[src/rtl/softmax_pkg.sv]
// Shared widths and types for the softmax datapath.
package softmax_pkg;

   localparam int SM_DATA_W   = 16;
   localparam int SM_PACK_NUM = 8;

   typedef logic [SM_DATA_W-1:0]             sm_word_t;
   typedef logic [SM_DATA_W*SM_PACK_NUM-1:0] sm_pkt_t;

endpackage

[src/rtl/pkt_out_reg.sv]
// Output holding register for stream_packer: one packet plus word count,
// presented on valid/ready and held stable until accepted.
module pkt_out_reg
   import softmax_pkg::*;
#(
   parameter int OUT_W = SM_DATA_W * SM_PACK_NUM,
   parameter int CNT_W = $clog2(SM_PACK_NUM + 1)
) (
   input  logic             clk,
   input  logic             rst_n,
   input  logic             load,
   input  logic [OUT_W-1:0] load_data,
   input  logic [CNT_W-1:0] load_cnt,
   output logic             can_load,
   output logic [OUT_W-1:0] out_data,
   output logic             out_valid,
   input  logic             out_ready,
   output logic [CNT_W-1:0] out_cnt
);

   logic             valid_reg;
   logic [OUT_W-1:0] data_reg;
   logic [CNT_W-1:0] cnt_reg;

   // A new packet may enter when the register is empty or is being drained now.
   assign can_load = !valid_reg || out_ready;

   always_ff @(posedge clk or negedge rst_n) begin
      if (!rst_n) begin
         valid_reg <= 1'b0;
         data_reg  <= '0;
         cnt_reg   <= '0;
      end else if (load) begin
         valid_reg <= 1'b1;
         data_reg  <= load_data;
         cnt_reg   <= load_cnt;
      end else if (out_ready) begin
         valid_reg <= 1'b0;
      end
   end

   assign out_valid = valid_reg;
   assign out_data  = data_reg;
   assign out_cnt   = cnt_reg;

endmodule

[src/rtl/stream_packer.sv]
// Packs PACK_NUM words from a 1-cycle-latency FIFO into one packet, double-buffered.
// Optional partial-packet flush port enabled by STREAM_PACKER_FLUSH_EN.
module stream_packer
   import softmax_pkg::*;
#(
   parameter  int DATA_W   = SM_DATA_W,
   parameter  int PACK_NUM = SM_PACK_NUM,
   localparam int OUT_W    = DATA_W * PACK_NUM,
   localparam int CNT_W    = $clog2(PACK_NUM + 1)
) (
   input  logic              clk,
   input  logic              rst_n,
   input  logic [DATA_W-1:0] fifo_data,
   input  logic              fifo_empty,
   output logic              rd_en,
   output logic [OUT_W-1:0]  out_data,
   output logic              out_valid,
   input  logic              out_ready,
`ifdef STREAM_PACKER_FLUSH_EN
   input  logic              flush,
`endif
   output logic [CNT_W-1:0]  out_cnt,
   output logic              busy
);

   localparam logic [CNT_W-1:0] FULL_CNT = CNT_W'(PACK_NUM);

   logic              run_reg;
   logic              pend_reg;
   logic [CNT_W-1:0]  asm_cnt_reg;
   logic [CNT_W-1:0]  asm_cnt_next;
   logic [CNT_W-1:0]  fill;
   logic [CNT_W-1:0]  pkt_cnt;
   logic [DATA_W-1:0] asm_word_reg [PACK_NUM];
   logic [OUT_W-1:0]  pkt_data;
   logic              can_load;
   logic              move;

   // fill counts the word landing this cycle, so the last word of a packet
   // moves straight to the output register without an extra cycle.
   assign fill = asm_cnt_reg + CNT_W'(pend_reg);

`ifdef STREAM_PACKER_FLUSH_EN
   logic flush_pend_reg;
   logic flush_req;

   assign flush_req = flush || flush_pend_reg;
   assign move      = can_load && ((fill == FULL_CNT) || (flush_req && (fill != '0)));
   assign rd_en     = run_reg && !fifo_empty && !flush_req && ((fill < FULL_CNT) || move);
   assign pkt_cnt   = fill;

   // Remembers a flush until the output register has room for the partial packet.
   always_ff @(posedge clk or negedge rst_n) begin
      if (!rst_n) begin
         flush_pend_reg <= 1'b0;
      end else if (move) begin
         flush_pend_reg <= 1'b0;
      end else if (flush && (fill != '0)) begin
         flush_pend_reg <= 1'b1;
      end
   end
`else
   assign move    = can_load && (fill == FULL_CNT);
   assign rd_en   = run_reg && !fifo_empty && ((fill < FULL_CNT) || move);
   assign pkt_cnt = FULL_CNT;
`endif

   assign asm_cnt_next = move ? '0 : fill;

   // run_reg keeps rd_en low until the first edge after reset release.
   always_ff @(posedge clk or negedge rst_n) begin
      if (!rst_n) begin
         run_reg     <= 1'b0;
         pend_reg    <= 1'b0;
         asm_cnt_reg <= '0;
      end else begin
         run_reg     <= 1'b1;
         pend_reg    <= rd_en;
         asm_cnt_reg <= asm_cnt_next;
      end
   end

   // Slots are cleared on every move so a flushed packet is zero padded.
   for (genvar gi = 0; gi < PACK_NUM; gi++) begin : g_slot
      logic hit;
      assign hit = pend_reg && (asm_cnt_reg == CNT_W'(gi));

      always_ff @(posedge clk or negedge rst_n) begin
         if (!rst_n) begin
            asm_word_reg[gi] <= '0;
         end else if (move) begin
            asm_word_reg[gi] <= '0;
         end else if (hit) begin
            asm_word_reg[gi] <= fifo_data;
         end
      end

      assign pkt_data[gi*DATA_W +: DATA_W] = hit ? fifo_data : asm_word_reg[gi];
   end

   pkt_out_reg #(
      .OUT_W (OUT_W),
      .CNT_W (CNT_W)
   ) u_out (
      .clk       (clk),
      .rst_n     (rst_n),
      .load      (move),
      .load_data (pkt_data),
      .load_cnt  (pkt_cnt),
      .can_load  (can_load),
      .out_data  (out_data),
      .out_valid (out_valid),
      .out_ready (out_ready),
      .out_cnt   (out_cnt)
   );

   assign busy = (asm_cnt_reg != '0) || pend_reg || out_valid;

endmodule

[config.mk]
export PLATFORM = sky130hd
export DESIGN_NAME = stream_packer
export DESIGN_NICKNAME = d
export VERILOG_FILES = /design/src/rtl/softmax_pkg.sv /design/src/rtl/pkt_out_reg.sv /design/src/rtl/stream_packer.sv
export SDC_FILE = /design/constraint.sdc
export NUM_CORES = 1
export LEC_CHECK = 0
export ABC_AREA = 1
export ABC_CLOCK_PERIOD_IN_PS = 3100
export BUFFER_PORTS_ARGS = -buffer_cell sky130_fd_sc_hd__buf_4
export CORE_MARGIN = 5
export CORE_UTILIZATION = 28
export CTS_CLUSTER_SIZE = 8
export DETAILED_ROUTE_END_ITERATION = 12
export PLACE_DENSITY = 0.48
export REMOVE_ABC_BUFFERS = 1
export SLEW_MARGIN = 20
export SYNTH_ARGS = -nofsm -noshare
export SYNTH_HDL_FRONTEND = slang
export SYNTH_HIERARCHICAL = 1
export SYNTH_SLANG_ARGS = --single-unit
[constraint.sdc]
create_clock -name clk -period 3.1 [get_ports clk]
set_input_delay 0.465 -clock clk [delete_from_list [all_inputs] [get_ports clk]]
set_output_delay 0.465 -clock clk [all_outputs]
set_load 0.03 [all_outputs]
## After elaboration in Yosys (flattened, before gate mapping)

Index checks and enable logic that the tools add are counted.

| operators by class | value |
|---|---|
| $add $sub $neg | 1 |
| magnitude comparators | 1 |
| equality and inequality tests | 8 |
| muxes and demuxes | 19 |
| reductions and logical operators | 20 |

Operators with widths:

| kind | count |
|---|---|
| $mux 16 | 16 |
| $eq 4x3->1 const B | 4 |
| $logic_and 1x1->1 | 11 |
| $eq 4x2->1 const B | 2 |
| $add 4x1->4 | 1 |
| $eq 4x1->1 const B | 1 |
| $eq 4x4->1 const B | 1 |
| $logic_not 4->1 | 1 |
| $logic_or 1x1->1 | 4 |
| $lt 4x4->1 const B | 1 |
| $mux 4 | 1 |
| $reduce_bool 4->1 | 1 |
| $logic_not 1->1 | 2 |
| $mux 1 | 2 |
| $reduce_bool 2->1 | 1 |

| storage, ports and cells | value |
|---|---|
| register bits | 264 |
| input port bits | 20 |
| logic and storage cells | 63 |

## Longest topological paths before layout

Gate-level depths: netlist (run 1).

| depth | value |
|---|---|
| depth in word-level cells | 5 |
| gate-level depth with buffers | 15 |
| mapped depth without buffers | 10 |

## By module

Netlist (run 1), hierarchy kept.

By module, submodules not included:

| module | times used | cells each | area each (sq um) | sequential area each (sq um) |
|---|---|---|---|---|
| stream_packer | 1 | 1026 | 7128.1 | 3353.2 |
| pkt_out_reg | 1 | 562 | 5052.3 | 3328.2 |

## Least setup slack after synthesis (run 1)

No wires, ideal clock.

| timing | value |
|---|---|
| path kind | register to register |
| start point | register asm_cnt_reg[0] |
| end point | register u_out.data_reg[100] (netlist: u_out/out_data[100]) |
| library setup time | 0.118 ns |
| arrival time | 2.207 ns |
| data required time | 2.982 ns |
| slack | 0.776 ns |
| stages on the path, launching flop included | 16 |
| path buffers | 5 |
| period minus slack after synthesis | 2.324 ns |
| cell sequence | dfrtp_1 -> ha_1 -> ha_1 -> inv_1 -> nand2_1 -> nor2_1 -> nand2_1 -> nor2_2 -> buf_4 -> buf_4 -> buf_4 -> inv_4 -> buf_6 -> buf_6 -> nand2_1 -> nand2_1 |

| between the ends | value |
|---|---|
| word-level cells in the longest chain between the ends | 3 |

Ends and longest elaborated chain:

| what | line | RTL |
|---|---|---|
| start: declaration | stream_packer.sv:30 | `logic [CNT_W-1:0] asm_cnt_reg;` |
| start signal: assignment | stream_packer.sv:79 | `asm_cnt_reg <= asm_cnt_next;` |
| $add 4x1->4 | stream_packer.sv:41 | `assign fill = asm_cnt_reg + CNT_W'(pend_reg);` |
| $eq 4x4->1 | stream_packer.sv:63 | `assign move = can_load && (fill == FULL_CNT);` |
| $logic_and 1x1->1 | stream_packer.sv:63 |  |
| via move | stream_packer.sv:37 | `logic move;` |
| end signal: assignment | pkt_out_reg.sv:35 | `data_reg <= load_data;` |
| end: declaration | pkt_out_reg.sv:22 | `logic [OUT_W-1:0] data_reg;` |

The timed path passes the listed nets, and every way through them passes these cells.
A chain may end at the register's enable or synchronous reset.

## Final worst setup path (run 1)

| timing | value |
|---|---|
| start point | register asm_cnt_reg[0] |
| end point | output port rd_en |

| between the ends | value |
|---|---|
| word-level cells in the longest chain between the ends | 5 |

Ends and longest elaborated chain:

| what | line | RTL |
|---|---|---|
| $add 4x1->4 * | stream_packer.sv:41 |  |
| branches (longest 2 deep; another with $lt 4x4->1) | - |  |
| $logic_or 1x1->1 * | stream_packer.sv:64 | `assign rd_en = run_reg && !fifo_empty && ((fill < FULL_CNT) \|\| move);` |
| $logic_and 1x1->1 * | stream_packer.sv:64 |  |
| end: declaration | stream_packer.sv:15 | `output logic rd_en,` |

Mark *: on every way between the ends.

==> results.txt, run 1 <==
- Outcome: finished, final reports clean
- In this run the worst setup path begins at asm_cnt_reg[0].
- The library cell used most frequently in the layout, excluding fill and tap cells, is nand2_1.
* Final critical-path setup slack: 0.291 ns
- Area enclosed by the die boundary: ~48000 sq um
- Crit path max-delay family: adder cells
- The repair_antennas step left the layout with diodes totalling 0.
- Min-Delay Path Depth: 4
- Number of distinct library cells after synthesis: 20
* Number of buffers inserted by post-CTS setup repair: 0
- Share of Yosys cell area claimed by the top area cell type: 54.9%
- TritonRoute pass-1 iters: 5
- Share of total power in the clock network: 23.5%
- Largest area contributor in the synthesized netlist: dfrtp_1
* Number of vias per cell: 4.27
* Global placer's final weighted congestion: roughly 0.73
- Once detail routing completed, the nets flagged for antenna violations numbered 0.
- Once placement finished, the instance area stood at 13800 sq um.
- In this run, flip-flops and latches consume between 30% and 40% of the power.
- Vias post-DR: 9898
- TritonCTS built the clock tree.
- Number of maximum-capacitance violations: 0
- Entering global routing, the biggest net connects between 70 and 80 pins.
- Final global-route overflow total: 0
* Height of the die: 219 um
- The setup check on the worst reg-to-reg path leaves a slack of 0.57 ns.
* Mean post-synth cell area: ~7.7 sq um
* Total Power Consumption: 16.2 mW
- The filler cells instantiated in the layout total 4629.
- The max-slew violation count is 0.
- Sequential elements use 54.9% of the synthesized area.
- Number of setup violations in the final report: 0
* Estimated wirelength of the detail-placed design: 22.0 mm
- Clock slew at reported path FFs: ~0.06 ns
- STA classifies the critical path startpoint as a register.
- Hold Worst Slack: 0.195 ns
- The path with the worst hold slack has its endpoint at pend_reg.
- Placeable core region: 43100 sq um
- Launching point of the worst reg2reg path: asm_cnt_reg[0]
- Cells fill 34.5% of the core in the end.
- The clock reaches the later pin of the worst-skew pair after 0.54 ns.
- In this run the tightest slew margin relative to its limit is 44.3%.
- 155 I/O pins were placed.
- Number of gates resized after CTS: 0
- For this design the total switching power over the nets is 6.76 mW.
- Summed over all cells, the static leakage comes to about 8.9 nW.
- From synthesis to final layout, the design area changed by 22.1%.
- Before CTS, the worst setup slack after placement is ~0.6 ns.
- Number of clock buffers inserted by TritonCTS: 39
- By area the synthesized netlist is led by dfrtp_1 (55%), nand2_1 (20%), inv_1 (8.7%).
* Actual transition at the worst max-transition pin: 0.835 ns
- The worst setup path is captured at a primary output.
- Critical path's slowest cell: dfrtp_1
* Crit path buf inv count: 2
- Crit Path Max Fanout: 5
- Clock tree root buffer cell: clkbuf_16
- Drc violations: 0
- The routed design could run at a clock period as short as roughly 2.8 ns.
- During placement, the flow inserted port buffers numbering 154.
- Antenna violations before repair: 0
* Worst min-delay path startpoint: fifo_empty
- Worst EP arrival: 2.34 ns
- Setup repair after global routing left no endpoint under its margin.
* Synth Instances: between 1.5k and 2k
- Across the VDD grid, the largest voltage drop is ~0.37 mV.
- In this run the cell area of the synthesized design comes to 12200 sq um.
- Number of DRC violations after detailed-routing iteration 0: about 600
- Number of nets in the final layout: 1746
* HP Class: input port to register
* Htree depth: 2
- Combinational cells account for 41.4% of the total power.
- Endpoint of the most critical register-to-register path: u_out/out_data[49]
- Max frequency: 356 MHz
- Post-route clock period utilization: about nine tenths
- Initial core utilization: around 28%
* Final Hold Vio Count: 0
* Chain of cells forming the critical path: ha_1, ha_1, inv_1, nand2_1, nor2_1, nand2_1, a21oi_1, buf_4
- Global routing used 15.2% of the available tracks across all layers.
- CP Data Required Time: 2.63 ns
- Internal power of the cells: 9.40 mW
* Layout cells sized above 1: 13.9%
- Synth warnings: 6
* Category of the critical setup timing path: register to primary output
- Leaving out fill and tap cells, the most frequent cells in the layout are nand2_1 (665), inv_1 (281), dfrtp_1 (266).
- Detailed-route wire length: 36.3 mm
- Clock skew on the completed layout was measured at 0.0228 ns.
- Seq cells post-synth: approximately 270
- Wire length per cell after detailed routing: around 16 um
* Power per Cell Area: around 1100 nW/um^2
* Global-route wire length before repair: 57.2 mm
- Count of cells along the worst register-to-register path: 11
* Number of global-route vias before repair: 9889
- Switching Share: 41.8%
- Post-route design area: 14900 sq um
- From left edge to right edge, the die measures between 200 and 250 um.
* Cell Rows: 76
- Total number of clock tree sinks: 267
* CP max stage delay: 0.47 ns
* Number of buffers on the longest clock path: 3
area by class of cell:
type                    count  area (sq um)  area share, %
repair buffers            180          1420           9.57
flip-flops and latches    267          6680           44.9
clock buffers              46          1020           6.88
clock inverters             2          25.0          0.168
inverters                 285          1070           7.21
well taps                 585           732           4.92
multi-input cells         951          3910           26.3
worst max-delay path by stage:
stage	slack (ns)	endpoint	cells after the start
3_3_place_gp	0.63	u_out/out_data[48]	11
4_1_cts	0.24	rd_en	8
3_5_place_dp	0.60	u_out/out_data[49]	11
2_1_floorplan	-6.35	u_out/out_cnt[0]	10
5_1_grt	0.16	rd_en	8
6_report	0.29	rd_en	8
cells by family after synthesis:
logic type / after synthesis / share of synthesized area, %
other: 2 / 0.0617
buffers and inverters: 373 / 13.1
flip-flops: 267 / 54.9
AO/OA/AOI/OAI: 1 / 0.0410
adder cells (fa/ha/maj): 2 / 0.205
AND/OR/NAND/NOR: 943 / 31.7
metal layers:
layer	wire length, um	global-route usage [%]
met1	17600	21.7
met2	16100	23.5
met3	1760	3.02
met4	747	4.58
met5	0	0
power by group through the flow:
stage	Sequential [mW]	Clock, mW	Combinational [mW]
finish	5.67	3.80	6.69
global route	5.85	4.10	7.52
CTS	5.69	3.96	6.80
detailed placement	5.73	0	6.77
global placement	5.72	0	6.70
floorplan	6.97	0	3.08
worst min-delay path, delay by kind of cell:
kind	cells	cell delay [ns]
buffers and inverters	2	0.11
AND/OR/NAND/NOR	1	0.06
AO/OA/AOI/OAI	1	0.06
through the flow:
stage,TNS [ns],cells
floorplan,-1406.07,1503
global placement,0,2267
detailed placement,0,2267
CTS,0,2316
global route,0,2316
finish,0,2316
cell usage after synthesis:
library cell  number
a21oi_1            1
buf_1              8
buf_2             30
buf_4             27
buf_6              8
clkbuf_1          15
conb_1             2
dfrtp_1          267
ha_1               2
inv_1            281
inv_2              3
inv_4              1
nand2_1          665
nand2_2            5
nand3_1           67
nand3_2            3
nand4_1           66
nor2_1           131
nor2_2             1
nor2_4             5
what timing repair did:
item / CTS / global route
hold buffers: 1 / 0
endpoints found under the hold margin: 67 / 0
setup endpoints to repair: 0 / 0
Note: power is estimated with default switching activity, not from simulation.
==> run 2, diff against run 1 <==
- BUFFER_PORTS_ARGS: -buffer_cell sky130_fd_sc_hd__buf_4 -> not set
- DONT_BUFFER_PORTS: not set -> 1
- PLACE_DENSITY: 0.48 -> 0.44
==> results.txt, run 2 (synthesis gave the netlist of run 1 again) <==
* Outcome: complete, but fails checks
- Violations in the final reports: negative hold slack
* Area enclosed by the die boundary: 47800 sq um
* Max Clock Skew: about 0.02 ns
* Count of cells along the worst register-to-register path: 11
- CP Data Required Time: 2.63 ns
- Number of setup violations in the final report: 0
- Wire length per cell after detailed routing: about 17 um
* Post-synthesis to final-layout area growth: 12.2%
- In the layout the commonest cells are nand2_1 (665), inv_1 (281), dfrtp_1 (266).
- For this run the aggregate overflow at the end of global routing stands at 0.
- Detailed-route wire length: 35.6 mm
- Leading cell type in the layout, fill and taps excluded: nand2_1
- The core region is approximately 43000 sq um.
- The max-slew violation count came to 0.
* Power per Cell Area: 1100 nW/um^2
- The critical path is of the register to primary output type.
- For the pin with the worst max-slew slack, the measured transition is 0.902 ns.
- The die is 219 um tall.
- Crit Path Max Fanout: 5
- Estimated wirelength of the detail-placed design: 20.4 mm
- In this run the worst hold path is classified as input port to async pin.
- Number of clock buffers inserted by TritonCTS: 39
- The tightest hold path in the finished design has a slack of -0.361 ns.
* Cell Rows: 76
- Vias post-DR: 9246
* Number of global-route vias before repair: about 9k
- In the global route stage, overall resource usage came out at 15.0%.
- Excluding fillers, the count of instances in the completed layout stands at between 2k and 2.5k.
* Later-pin clock latency in the skew report: roughly 0.54 ns
- Width of the die: 219 um
- Final Hold Vio Count: between 200 and 300
* Initial core utilization: 28.3%
* I/O pin total: 155
- Antenna violations before repair: 0
* Count of input and output buffers: 0
* Clock slew at reported path FFs: 0.05 ns
* Number of maximum-capacitance violations: 0
- Post-Place Cells: 2109
- At the end of the flow, the number of nets in the layout was 1587.
* Pin count of the biggest net entering global routing: 268
- STA classifies the critical path startpoint as a register.
- Across the VDD grid, the largest voltage drop is 0.424 mV.
* Worst setup EP type: primary output
- Shortest period the worst path allows: 2.79 ns
- Filler cell count: between 4k and 5k
* Number of vias per cell: 4.29
- The repair_antennas step left the layout with diodes totalling 0.
- In this run the remaining antenna-violating nets after routing total 0.
- For this run, design rule violations remaining after detail routing come to 0.
- Layout cells sized above 1: approximately 5.2%
- Global-route wire length before repair: approximately 55 mm
- At the end of routability-driven placement, the weighted congestion stood at 0.714.
- TritonCTS built the clock tree.
- In this run the tightest slew margin relative to its limit is 39.9%.
* Total Power Consumption: 15.1 mW
- Max frequency: about 360 MHz
- The final critical path takes up 90.0% of the cycle.
* Clock tree root buffer cell: clkbuf_16
- The number of setup buffers added after CTS is 0.
- Worst EP arrival: 2.32 ns
* Number of DRC violations after detailed-routing iteration 0: just under 600
- The clock passes through at most 3 buffers.
- The H-tree was split into 2 levels.
* Leak Pwr: 8.12 nW
* Total number of clock tree sinks: 267
* TritonRoute pass-1 iters: 4
* Unrepaired setup endpoints after global routing: false
run 2: cell type report:
type | count | area (sq um) | area share, %
Sequential cell | 267 | 6680 | 48.9
Inverter | 285 | 1070 | 7.85
Multi-Input combinational cell | 951 | 3910 | 28.6
Clock buffer | 46 | 1050 | 7.72
Tap cell | 585 | 732 | 5.36
Timing Repair Buffer | 21 | 208 | 1.52
run 2: power by group:
part           total (mW)  switching, mW  internal [mW]
clock                3.83           1.49           2.34
combinational        4.10           2.82           1.28
sequential           7.13           2.17           4.96
run 2: critical path, stage by stage (launching register included):
cell,delay (ns)
dfrtp_1,0.47
ha_1,0.27
ha_1,0.30
inv_1,0.06
nand2_1,0.05
nor2_1,0.08
nand2_1,0.10
a21oi_1,0.25
buf_4,0.22
run 2: worst paths after layout:
check	end	from	slack [ns]
setup / recovery	rd_en	asm_cnt_reg[0]	0.31
hold / removal	u_out/out_data[78]	rst_n	-0.36
setup reg to reg	u_out/out_data[24]	asm_cnt_reg[0]	0.53
hold reg to reg	pend_reg	run_reg	0.51
max in group asynchronous	u_out/out_data[123]	rst_n	3.05
min in group clk	u_out/out_valid	out_ready	0.11
run 2: routing by layer:
| metal | part of all wire [%] | vias to the layer above | global-route usage (%) |
|---|---|---|---|
| met5 | 0 | - | 0 |
| met4 | 2.2 | 0 | 4.71 |
| met3 | 6.6 | 47 | 3.85 |
| met2 | 44 | 190 | 23.3 |
| met1 | 47 | 4404 | 20.7 |
| li1 | - | 4605 | - |
run 2: through the flow:
stage          area, sq um  worst slack [ns]  util [%]  setup TNS [ns]
3_5_place_dp         12600             0.514      29.3               0
5_1_grt              13700             0.166      31.7               0
2_1_floorplan        11700             -6.35         -        -1406.07
3_3_place_gp         12600             0.531      29.3               0
6_report             13700             0.310      31.7               0
4_1_cts              13700             0.239      31.7               0
run 2: timing repair:
action / 4_1_cts / 5_1_grt
setup endpoints to repair: 0 / 0
gates resized for setup: 0 / 0
endpoints found under the hold margin: 267 / 267
==> run 3, diff against run 2 <==
- PLACE_DENSITY: 0.44 -> 0.48
- REMOVE_ABC_BUFFERS: 1 -> not set
==> results.txt, run 3 (synthesis gave the netlist of run 1 again) <==
- OpenSTA, run right after detailed placement, puts the worst setup slack at 0.426 ns.
- Number of nets in the final layout: ~1.6k
- The clock period could shrink to 2.70 ns.
- For the pin with the worst max-slew slack, the measured transition is 0.916 ns.
- Global-route wire length before repair: 54.6 mm
- In this run the worst path has a maximum fanout of 103.
- Setup violations remaining at the end of the flow were counted as 0.
- TritonRoute pass-1 iters: 5
- Clock slew at reported path FFs: approximately 0.050 ns
- Footprint of the multi-input gates: 3910 sq um
- Height of the die: 219 um
- Pins over their slew limit: 0
- Among the stages of the critical path, the cell type that occurs most often is nand2_1.
- Setup total negative slack on the finished layout was measured at 0 ns.
* Met3 layer usage reported by global route: 3.23%
- TritonCTS clock tree: built
- Most frequent cells in the layout: nand2_1 (665), inv_1 (281), dfrtp_1 (266)
- From left edge to right edge, the die measures 219 um.
- The final-report hold violation count was 267.
* Max Clock Skew: 0.0136 ns
* Number of clock buffers inserted by TritonCTS: 39
- Chain of cells forming the critical path: ha_1, ha_1, inv_1, nand2_1, nor2_1, nand2_1, nor2_4, buf_12, buf_12, nand2_1, nand2_1
- At the worst endpoint, the arrival time is 3.16 ns.
- Layout cells sized above 1: under 10%
- In the final layout, flip-flops and latches occupy 6680 sq um.
- Clock latency on the worst-skew pair, taken at its later pin, is 0.53 ns.
* Crit path buf inv count: 3
* First element of the critical path: asm_cnt_reg[0]
- Pin count of the biggest net entering global routing: 268
- Antenna violations before repair: 0
* Flop2flop setup slack: ~0.4 ns
- Met2 track utilization from global routing: 24.1%
* Global placer's final weighted congestion: 0.725
* Maximum vdd drop: 0.480 mV
- Count of input and output buffers: 0
- Violations in the final reports: negative hold slack
- The clock net in this run drives a total of about 270 sinks.
- Htree depth: 2
- The critical path runs through a total of 11 cells.
* Estimated wirelength of the detail-placed design: 21.2 mm
* Count of cells along the worst register-to-register path: 11
- Worst setup EP type: register
- Leak Pwr: 8.13 nW
* Clock tree root buffer cell: clkbuf_16
* Antenna Diode Count: 0
- For met1 alone, demand over resource in global routing was around a fifth.
- Vias post-DR: 9179
* Power per Cell Area: 1110 nW/um^2
- The library cell used most frequently in the layout, excluding fill and tap cells, is nand2_1.
- Detailed-route wire length: between 30 and 40 mm
- Final hold analysis gives a worst-case slack of -0.357 ns.
- The initial utilization of the core area, before any placement, comes to 28.3%.
- The clock passes through at most 3 buffers.
- met2 is the most crowded layer.
- From synthesis to final layout, the design area changed by 12.3%.
- Startpoint class of the critical path: register
* Placeable core region: ~43000 sq um
* HP Class: input port to async pin
- The floorplan has 76 rows.
* Unrepaired setup endpoints after global routing: false
* Antenna Nets Post-Route: 0
- Launching point of the worst reg2reg path: asm_cnt_reg[0]
- Endpoint of the most critical register-to-register path: u_out/out_data[49]
* Category of the critical setup timing path: register to register
* Number of global-route vias before repair: 9036
- Once routing completed, OpenROAD measured the worst setup slack at 0.405 ns.
- Final global-route overflow total: 0
- In the routed layout, each cell is associated on average with a via count of 4.27.
- Derived from the worst setup path, the maximum achievable clock frequency is approximately 370 MHz.
- I/O pin total: 155
- Critical path's slowest cell: dfrtp_1
* Number of DRC violations after detailed-routing iteration 0: a little over 600
* Slew margin rel.: 38.9%
- Area enclosed by the die boundary: 47800 sq um
- The run finished, with violations left.
- Global routing consumed, over all layers together, between 10 and 15% of the routing resources.
- Wire length per cell after detailed routing: 16.5 um
- CP Data Required Time: 3.56 ns
* CP max stage delay: between 0.4 and 0.5 ns
* Number of maximum-capacitance violations: 0
* Post-route clock period utilization: 86.9%
- Filler cell count: around 4.6k
* Crit path max-delay family: buffers and inverters
* Drc violations: 0
run 3: changes by cell type in the layout (fill, tap and decap cells not counted), sizes merged:
cell / before / now
buf: 21 / 20
clkbuf: 46 / 43
bufinv: 0 / 1
run 3: how the worst max path moves through the flow:
stage | end | slack [ns]
final | u_out/out_data[49] | 0.40
after detailed placement | u_out/out_data[19] | 0.43
after floorplan | u_out/out_data[100] | 0.78
after global placement | u_out/out_data[49] | 0.41
after CTS | rd_en | 0.37
after global routing | u_out/out_data[19] | 0.18
run 3: per-stage QoR:
step	area, sq um	hold slack, ns	cells	util [%]	power [mW]
6_report	13700	-0.357	2152	31.8	15.1
5_1_grt	13700	-0.393	2152	31.8	16.3
4_1_cts	13700	-0.394	2152	31.8	15.4
3_5_place_dp	12600	0.183	2108	29.3	11.4
3_3_place_gp	12600	0.184	2108	29.3	11.3
2_1_floorplan	12200	0.169	1591	-	10.2
run 3: final cells by class:
| class | instances | area share (%) |
|---|---|---|
| sequential | 267 | 48.9 |
| multi-input combinational | 951 | 28.6 |
| inverter | 285 | 7.84 |
| clock buffer | 43 | 7.56 |
| tap | 585 | 5.35 |
| timing repair buffer | 20 | 1.56 |
| clock inverter | 1 | 0.220 |
run 3: routing by layer:
layer  wire length, um  vias up
li1                  -     4606
met5                 0        -
met2             16900      180
met4              1150        0
met1             15600     4329
met3              1880       64
run 3: power by group:
part / internal [mW] / switching, mW
Sequential: 4.96 / 2.19
Combinational: 1.29 / 2.83
Clock: 2.39 / 1.47
run 3: what timing repair did:
item,in CTS,in global routing
resized for setup,0,0
buffers inserted,0,0
hold endpoints to repair,267,267
endpoints found under the setup margin,0,0
run 3: worst reg2reg max path, cell delays in order (launching register included):
cell     delay, ns
dfrtp_1       0.46
ha_1          0.28
ha_1          0.31
inv_1         0.06
nand2_1       0.04
nor2_1        0.08
nand2_1       0.10
nor2_4        0.18
buf_12        0.41
buf_12        0.41
nand2_1       0.21
nand2_1       0.09
